--- config.mk ---
export PLATFORM = sky130hd
export DESIGN_NAME = dmem_arbiter
export DESIGN_NICKNAME = d
export VERILOG_FILES = /design/src/rtl/dmem_arb_pkg.sv /design/src/rtl/dmem_arb_prio.sv /design/src/rtl/dmem_arbiter.sv
export SDC_FILE = /design/constraint.sdc
export NUM_CORES = 1
export LEC_CHECK = 0
export BUFFER_PORTS_ARGS = -buffer_cell sky130_fd_sc_hd__clkbuf_2
export CAP_MARGIN = 20
export CELL_PAD_IN_SITES_DETAIL_PLACEMENT = 1
export CELL_PAD_IN_SITES_GLOBAL_PLACEMENT = 1
export CORE_AREA = 2 2 234 236
export DETAILED_ROUTE_END_ITERATION = 8
export DIE_AREA = 0 0 236 238
export GPL_TIMING_DRIVEN = 0
export PLACE_DENSITY = 0.46
export SYNTH_ARGS = -nofsm -noshare
export SYNTH_HDL_FRONTEND = slang
export SYNTH_SLANG_ARGS = --single-unit
--- constraint.sdc ---
create_clock -name clk -period 2 [get_ports clk]
set_input_delay 0.3 -clock clk [delete_from_list [all_inputs] [get_ports clk]]
set_output_delay 0.3 -clock clk [all_outputs]
set_load 0.02 [all_outputs]
--- src/rtl/dmem_arb_pkg.sv ---
// ============================================================================
// Module      : dmem_arb_pkg
// Description : Shared types and constants for the data-memory arbiter.
// Revision    : 1.0 - initial release
// ============================================================================
`default_nettype none

package dmem_arb_pkg;

    // Widest address/data the request struct carries; ports narrower than
    // this are zero-extended into it and sliced back out at the memory side.
    localparam int REQ_ADDR_W = 64;
    localparam int REQ_DATA_W = 64;

    localparam int PORT_CORE = 0;
    localparam int PORT_DMA  = 1;

    typedef enum logic [0:0] {
        ARB  = 1'b0,
        LOCK = 1'b1
    } arb_state_t;

    typedef struct packed {
        logic                  write;
        logic [2:0]            funct3;
        logic [REQ_ADDR_W-1:0] addr;
        logic [REQ_DATA_W-1:0] wdata;
    } dmem_req_t;

endpackage

`default_nettype wire

--- src/rtl/dmem_arb_prio.sv ---
// ============================================================================
// Module      : dmem_arb_prio
// Description : Combinational grant decision between core and DMA ports.
// Revision    : 1.0 - initial release
// ============================================================================
`default_nettype none

module dmem_arb_prio
    import dmem_arb_pkg::*;
(
    input  logic       c_valid,
    input  logic       d_valid,
    input  logic       hold_sat,
    input  arb_state_t state,
    output logic [1:0] grant
);

    always_comb begin
        grant = 2'b00;
        if (state == LOCK) begin
            grant[PORT_DMA] = d_valid;
        end else if (c_valid && d_valid) begin
            // Core wins unless DMA has already waited through MAX_HOLD core beats.
            if (hold_sat) begin
                grant[PORT_DMA] = 1'b1;
            end else begin
                grant[PORT_CORE] = 1'b1;
            end
        end else begin
            grant[PORT_CORE] = c_valid;
            grant[PORT_DMA]  = d_valid;
        end
    end

endmodule

`default_nettype wire

--- src/rtl/dmem_arbiter.sv ---
// ============================================================================
// Module      : dmem_arbiter
// Description : Shares data_mem64 between core load/store path and a DMA
//               port; core priority with a DMA starvation bound.
//               Optional DMA lock feature: define DMEM_ARB_LOCK_EN.
// Revision    : 1.0 - initial release
// ============================================================================
`default_nettype none

module dmem_arbiter
    import dmem_arb_pkg::*;
#(
    parameter int ADDR_W   = 64,
    parameter int DATA_W   = 64,
    parameter int MAX_HOLD = 8
) (
    input  logic              clk,
    input  logic              rst,
    input  logic              c_req_valid,
    output logic              c_req_ready,
    input  logic              c_req_write,
    input  logic [2:0]        c_req_funct3,
    input  logic [ADDR_W-1:0] c_req_addr,
    input  logic [DATA_W-1:0] c_req_wdata,
    output logic              c_rsp_valid,
    output logic [DATA_W-1:0] c_rsp_rdata,
    input  logic              d_req_valid,
    output logic              d_req_ready,
    input  logic              d_req_write,
    input  logic [2:0]        d_req_funct3,
    input  logic [ADDR_W-1:0] d_req_addr,
    input  logic [DATA_W-1:0] d_req_wdata,
    output logic              d_rsp_valid,
    output logic [DATA_W-1:0] d_rsp_rdata,
`ifdef DMEM_ARB_LOCK_EN
    input  logic              d_req_lock,
`endif
    output logic              m_memread,
    output logic              m_memwrite,
    output logic [2:0]        m_funct3,
    output logic [ADDR_W-1:0] m_addr,
    output logic [DATA_W-1:0] m_wdata,
    input  logic [DATA_W-1:0] m_rdata,
    output logic [1:0]        grant
);

    localparam int             c_cnt_w    = $clog2(MAX_HOLD + 1);
    localparam logic [c_cnt_w-1:0] c_hold_max = c_cnt_w'(MAX_HOLD);

    logic               r_rst_q;
    logic               w_block;
    logic [c_cnt_w-1:0] r_hold_cnt;
    arb_state_t         w_state;
    logic [1:0]         w_grant;
    logic               w_c_valid;
    logic               w_d_valid;
    logic               w_hold_sat;
    dmem_req_t          w_c_req;
    dmem_req_t          w_d_req;
    dmem_req_t          w_sel;
    logic               r_c_rsp_valid;
    logic               r_d_rsp_valid;
    logic [DATA_W-1:0]  r_c_rsp_rdata;
    logic [DATA_W-1:0]  r_d_rsp_rdata;

    // Outputs stay quiet during reset and for one cycle after it.
    always_ff @(posedge clk) begin
        r_rst_q <= rst;
    end

    assign w_block    = rst | r_rst_q;
    assign w_c_valid  = c_req_valid & ~w_block;
    assign w_d_valid  = d_req_valid & ~w_block;
    assign w_hold_sat = (r_hold_cnt == c_hold_max);

    dmem_arb_prio u_prio (
        .c_valid  (w_c_valid),
        .d_valid  (w_d_valid),
        .hold_sat (w_hold_sat),
        .state    (w_state),
        .grant    (w_grant)
    );

`ifdef DMEM_ARB_LOCK_EN
    arb_state_t r_state;
    arb_state_t w_state_nxt;

    always_ff @(posedge clk) begin
        if (rst) begin
            r_state <= ARB;
        end else begin
            r_state <= w_state_nxt;
        end
    end

    always_comb begin
        w_state_nxt = r_state;
        if (w_grant[PORT_DMA]) begin
            w_state_nxt = d_req_lock ? LOCK : ARB;
        end
    end

    assign w_state = r_state;
`else
    assign w_state = ARB;
`endif

    always_comb begin
        w_c_req = '{write:  c_req_write,
                    funct3: c_req_funct3,
                    addr:   REQ_ADDR_W'(c_req_addr),
                    wdata:  REQ_DATA_W'(c_req_wdata)};
        w_d_req = '{write:  d_req_write,
                    funct3: d_req_funct3,
                    addr:   REQ_ADDR_W'(d_req_addr),
                    wdata:  REQ_DATA_W'(d_req_wdata)};
        w_sel   = '0;
        if (w_grant[PORT_CORE]) begin
            w_sel = w_c_req;
        end else if (w_grant[PORT_DMA]) begin
            w_sel = w_d_req;
        end
    end

    assign m_memread   = (|w_grant) & ~w_sel.write;
    assign m_memwrite  = (|w_grant) &  w_sel.write;
    assign m_funct3    = w_sel.funct3;
    assign m_addr      = w_sel.addr[ADDR_W-1:0];
    assign m_wdata     = w_sel.wdata[DATA_W-1:0];
    assign grant       = w_grant;
    assign c_req_ready = w_grant[PORT_CORE];
    assign d_req_ready = w_grant[PORT_DMA];

    // Counts core beats won while DMA waits; frozen while DMA holds a lock.
    always_ff @(posedge clk) begin
        if (rst) begin
            r_hold_cnt <= '0;
        end else if (w_state == ARB) begin
            if (w_grant[PORT_DMA] || !d_req_valid) begin
                r_hold_cnt <= '0;
            end else if (w_grant[PORT_CORE] && !w_hold_sat) begin
                r_hold_cnt <= r_hold_cnt + c_cnt_w'(1);
            end
        end
    end

    always_ff @(posedge clk) begin
        if (rst) begin
            r_c_rsp_valid <= 1'b0;
            r_d_rsp_valid <= 1'b0;
            r_c_rsp_rdata <= '0;
            r_d_rsp_rdata <= '0;
        end else begin
            r_c_rsp_valid <= w_grant[PORT_CORE];
            r_d_rsp_valid <= w_grant[PORT_DMA];
            r_c_rsp_rdata <= (w_grant[PORT_CORE] && !w_sel.write) ? m_rdata : '0;
            r_d_rsp_rdata <= (w_grant[PORT_DMA]  && !w_sel.write) ? m_rdata : '0;
        end
    end

    assign c_rsp_valid = r_c_rsp_valid & ~w_block;
    assign d_rsp_valid = r_d_rsp_valid & ~w_block;
    assign c_rsp_rdata = w_block ? '0 : r_c_rsp_rdata;
    assign d_rsp_rdata = w_block ? '0 : r_d_rsp_rdata;

endmodule

`default_nettype wire

==> results by stage <==
Run status:
- The flow ran to the end, but the final reports show violations.
- The checks that failed: setup timing.

Worst setup path:
- The required time of the critical path is 1.70 ns.
- The critical register-to-register path startpoint is r_rst_q$_DFF_P_.
- The count of buffering cells on the critical path with inverters included is 5.
- Data arrives at the worst endpoint at 2.20 ns.
- Among all stages on the critical path, the largest delay is contributed by sky130_fd_sc_hd__dfxtp_2.
- The signal on the critical path passes through inv_2 > ha_4 > nand4b_1 > buf_6 > and2_4 > buf_12 > buf_12 > o21ai_4 > clkbuf_8.
- The setup path with the least slack is of type flip-flop to primary output.
- In this run the critical register-to-register path is captured at r_d_rsp_rdata[13]$_SDFF_PP0_.
- In this run the register-to-register setup slack is -0.12 ns.
- The most numerous cell type found on the critical path is sky130_fd_sc_hd__buf_12.
- The largest single stage delay on the critical path is 0.32 ns.
- The launching element type of the critical path is a flip-flop.
- The element type at the critical path end is a primary output.
- In this run the worst path has a maximum fanout of 8.
- The depth of the most critical reg-to-reg path is 10.
- The kind of cell adding the most delay to the critical path is buffers and inverters.

Clocking:
- The H-tree was split into 4 levels.
- The number of buffers created by CTS is 17.
- The clock reaches the later pin of the worst-skew pair after 0.42 ns.
- The cell sitting at the root of the clock tree is a sky130_fd_sc_hd__clkbuf_16.
- The clock tree from TritonCTS is built.
- The clock transition at the registers of the reported paths is 0.06 ns.
- The maximum buffer depth of the clock tree is 2.
- The CTS sink count is 135.

Power:
- The static leakage is 7.24 nW.
- The design draws 8.05 mW.
- IR analysis of the VDD net gives a maximum drop of 0.581 mV.
- Dividing total power by cell area gives a power density of 502 nW/um2.

Detailed routing:
- In the final routed layout, each cell accounts on average for 22.9 um.
- The count of vias placed by the detailed router is 9,450.
- The count of nets left with antenna violations after detail routing is 0.
- The detailed router finished its first iteration with 306 violations.
- The via density per instance is 4.07.
- In the routed design, unresolved DRC markers number 0.
- For this block, the routed nets add up to 53.2 mm of wire.
- For this run, the detailed router's first-pass iteration total came to 4.

Die:
- The area of the die is 56,200 um2.
- The standard cell core area is 53,500 um2.
- The number of rows in the core area is 85.
- From bottom edge to top edge, the die measures 238 um.
- The initial utilization of the core area, before any placement, comes to 0.129.
- The boundary pin count is 599.
- The die extent in x is 236 um.

STA:
- The final-report max-slew violation count was 0.
- The worst-margin pin slew is 0.702 ns.
- Setup violations remaining at the end of the flow were counted as 307.
- Setup repair after global routing could not meet its margin everywhere.
- The post-route clock period utilization is 1.25.
- The shortest period the worst path allows is 2.50 ns.
- In the post-route analysis, the smallest setup slack over all paths is -0.495 ns.
- The worst clock skew is 0.00910 ns.
- The maximum clock frequency is 0.401 GHz.
- The worst pin sits at a relative slew slack of 0.532.
- The final hold violation count is 0.

Layout:
- The layout-stage area growth over the synthesis result is 132%.
- The utilization of the core after routing is 0.299.
- For this run, the post-layout net count is 1,946.
- The finished cells cover 16,000 um2.
- The post-layout instance count excluding filler cells is 2,324.
- In the layout the commonest cells are 371 x sky130_fd_sc_hd__clkbuf_2, 141 x sky130_fd_sc_hd__buf_6, 134 x sky130_fd_sc_hd__and2_1.
- The fraction of layout instances using a drive strength above 1 is 0.623.
- Leaving out fill and tap cells, the most frequent cell in the layout is sky130_fd_sc_hd__clkbuf_2.

Placed design:
- In this run, placement finished with an instance count of 2,217.
- Summing all placed instances gives a cell area of 11,000 um2.
- The last weighted congestion value of the routability-driven placer is 0.902.
- The number of input and output port buffers inserted is 598.
- Detailed placement ended at an HPWL of 41.6 mm.

Global routing:
- Entering global routing, the biggest net connects 17 pins.
- In the global route stage, overall resource usage came out at 0.172.
- The number of antenna violations at the first check in global routing came to 10.
- The first global-routing pass estimated 69.7 mm of wire.
- After global routing the overflow that remains totals 0.
- The via count of the first global-routing pass came to 9,489.

Synth:
- The commonest register cell after synthesis is sky130_fd_sc_hd__dfxtp_1.
- The number of nets handed over by synthesis was 1,257.
- After synthesis the cells add up to 6910 um2.
- In the synthesized netlist the async set-or-reset flop fraction comes to 0.
- The top cell type by total area after synthesis is sky130_fd_sc_hd__dfxtp_1.
- The number of instances in the synthesized netlist is 923.
- The flop and latch count out of synthesis is 135.
- The number of library cell types mapped by synthesis is 33.
- The fraction of the yosys area taken by sequential cells is 0.391.
- In this run, synthesis inferred 0 flip-flops with an integrated enable.
- By area the synthesized netlist is led by sky130_fd_sc_hd__dfxtp_1 39%, sky130_fd_sc_hd__and2_1 18%, sky130_fd_sc_hd__nand3_1 9.7%.
- The share of synthesized area in the top cell type comes to 0.391.
- The total number of yosys warnings is 0.
- The mean instance size in the synthesized netlist is 7.49 um2.

Hold path:
- The startpoint of the tightest hold check path is m_rdata[49].
- The depth of the worst hold-timing path is 2.
- The classification of the worst-slack hold path is primary input to flip-flop.
- For hold timing, the worst endpoint is r_c_rsp_rdata[49]$_SDFF_PP0_.

Run:
- The tool flagged a number of max-cap violations equal to 0.
where the power goes:
| part | leakage (nW) | total [mW] | switching (mW) | internal (mW) |
|---|---|---|---|---|
| combinational | 5.85 | 2.05 | 1.04 | 1.01 |
| sequential | 1.10 | 2.76 | 0.0133 | 2.75 |
| clock | 0.289 | 3.24 | 1.25 | 1.99 |
metrics by stage:
step | worst slack (ns) | hold WS [ns] | TNS, ns
detailed placement | -1.27 | 0.494 | -237.87
CTS | -0.629 | 0.0637 | -105.96
finish | -0.495 | 0.0885 | -72.80
global placement | -1.22 | 0.481 | -225.58
floorplan | -0.0645 | 0.328 | -1.34
global route | -0.610 | 0.0771 | -108.57
final cells by class:
type	count	area, um2
buffer	90	1010
tap	696	871
clock inverter	12	151
sequential	135	2710
inverter	4	20.0
multi-input combinational	688	5190
clock buffer	19	443
timing repair buffer	676	5610
fill	6259	37500
antenna	4	10.0
repair_timing:
action | in CTS | in global routing
cloned | 2 | 16
gates resized for setup | 426 | 795
buffers inserted | 27 | 33
endpoints found under the setup margin | 391 | 332
pin swaps | 34 | 137
hold buffers | 0 | 0
cell usage after synthesis (2+ instances only):
cell / n
sky130_fd_sc_hd__nand3b_1: 2
sky130_fd_sc_hd__ha_1: 2
sky130_fd_sc_hd__buf_4: 2
sky130_fd_sc_hd__o21ai_1: 6
sky130_fd_sc_hd__nor2_1: 2
sky130_fd_sc_hd__inv_1: 4
sky130_fd_sc_hd__a21oi_1: 2
sky130_fd_sc_hd__buf_2: 35
sky130_fd_sc_hd__dfxtp_1: 135
sky130_fd_sc_hd__nand2_1: 135
sky130_fd_sc_hd__clkbuf_2: 6
sky130_fd_sc_hd__and2_1: 196
sky130_fd_sc_hd__clkbuf_1: 51
sky130_fd_sc_hd__nor3b_2: 2
sky130_fd_sc_hd__nor3b_1: 64
sky130_fd_sc_hd__nand4b_1: 2
sky130_fd_sc_hd__nand3_1: 134
sky130_fd_sc_hd__o21ai_0: 128
state kept, by name, indices dropped and copies added (netlist names):
name / cells
r_c_rsp_valid: 1
r_d_rsp_valid: 1
r_d_rsp_rdata: 64
r_hold_cnt: 4
r_rst_q: 1
r_c_rsp_rdata: 64
how the worst max path moves through the flow:
stage / startpoint / end / cells past startpoint
2_1_floorplan: r_hold_cnt[0]$_SDFFE_PP0P_ / m_addr[53] / 9
3_3_place_gp: rst / d_rsp_rdata[18] / 6
3_5_place_dp: rst / d_rsp_rdata[18] / 6
4_1_cts: r_hold_cnt[1]$_SDFFE_PP0P_ / m_addr[53] / 11
5_1_grt: r_hold_cnt[0]$_SDFFE_PP0P_ / m_addr[60] / 10
6_report: r_hold_cnt[0]$_SDFFE_PP0P_ / m_addr[59] / 9
logic make-up after synthesis:
logic type	after synthesis	share of synthesized area
AOI/OAI and AO/OA	141	0.104
and+or+nand+nor	544	0.436
adders and majority gates	2	0.00362
muxes	1	0.00145
buffers and inverters	100	0.0639
DFF	135	0.391
layer usage:
layer	global-route usage	up-vias	wire length (um)
met2	0.307	366	27000
li1	-	4456	-
met3	0.0639	62	4300
met4	0.0670	14	1980
met1	0.184	4552	19800
met5	0	-	80
(Power assumes the default switching activity.)
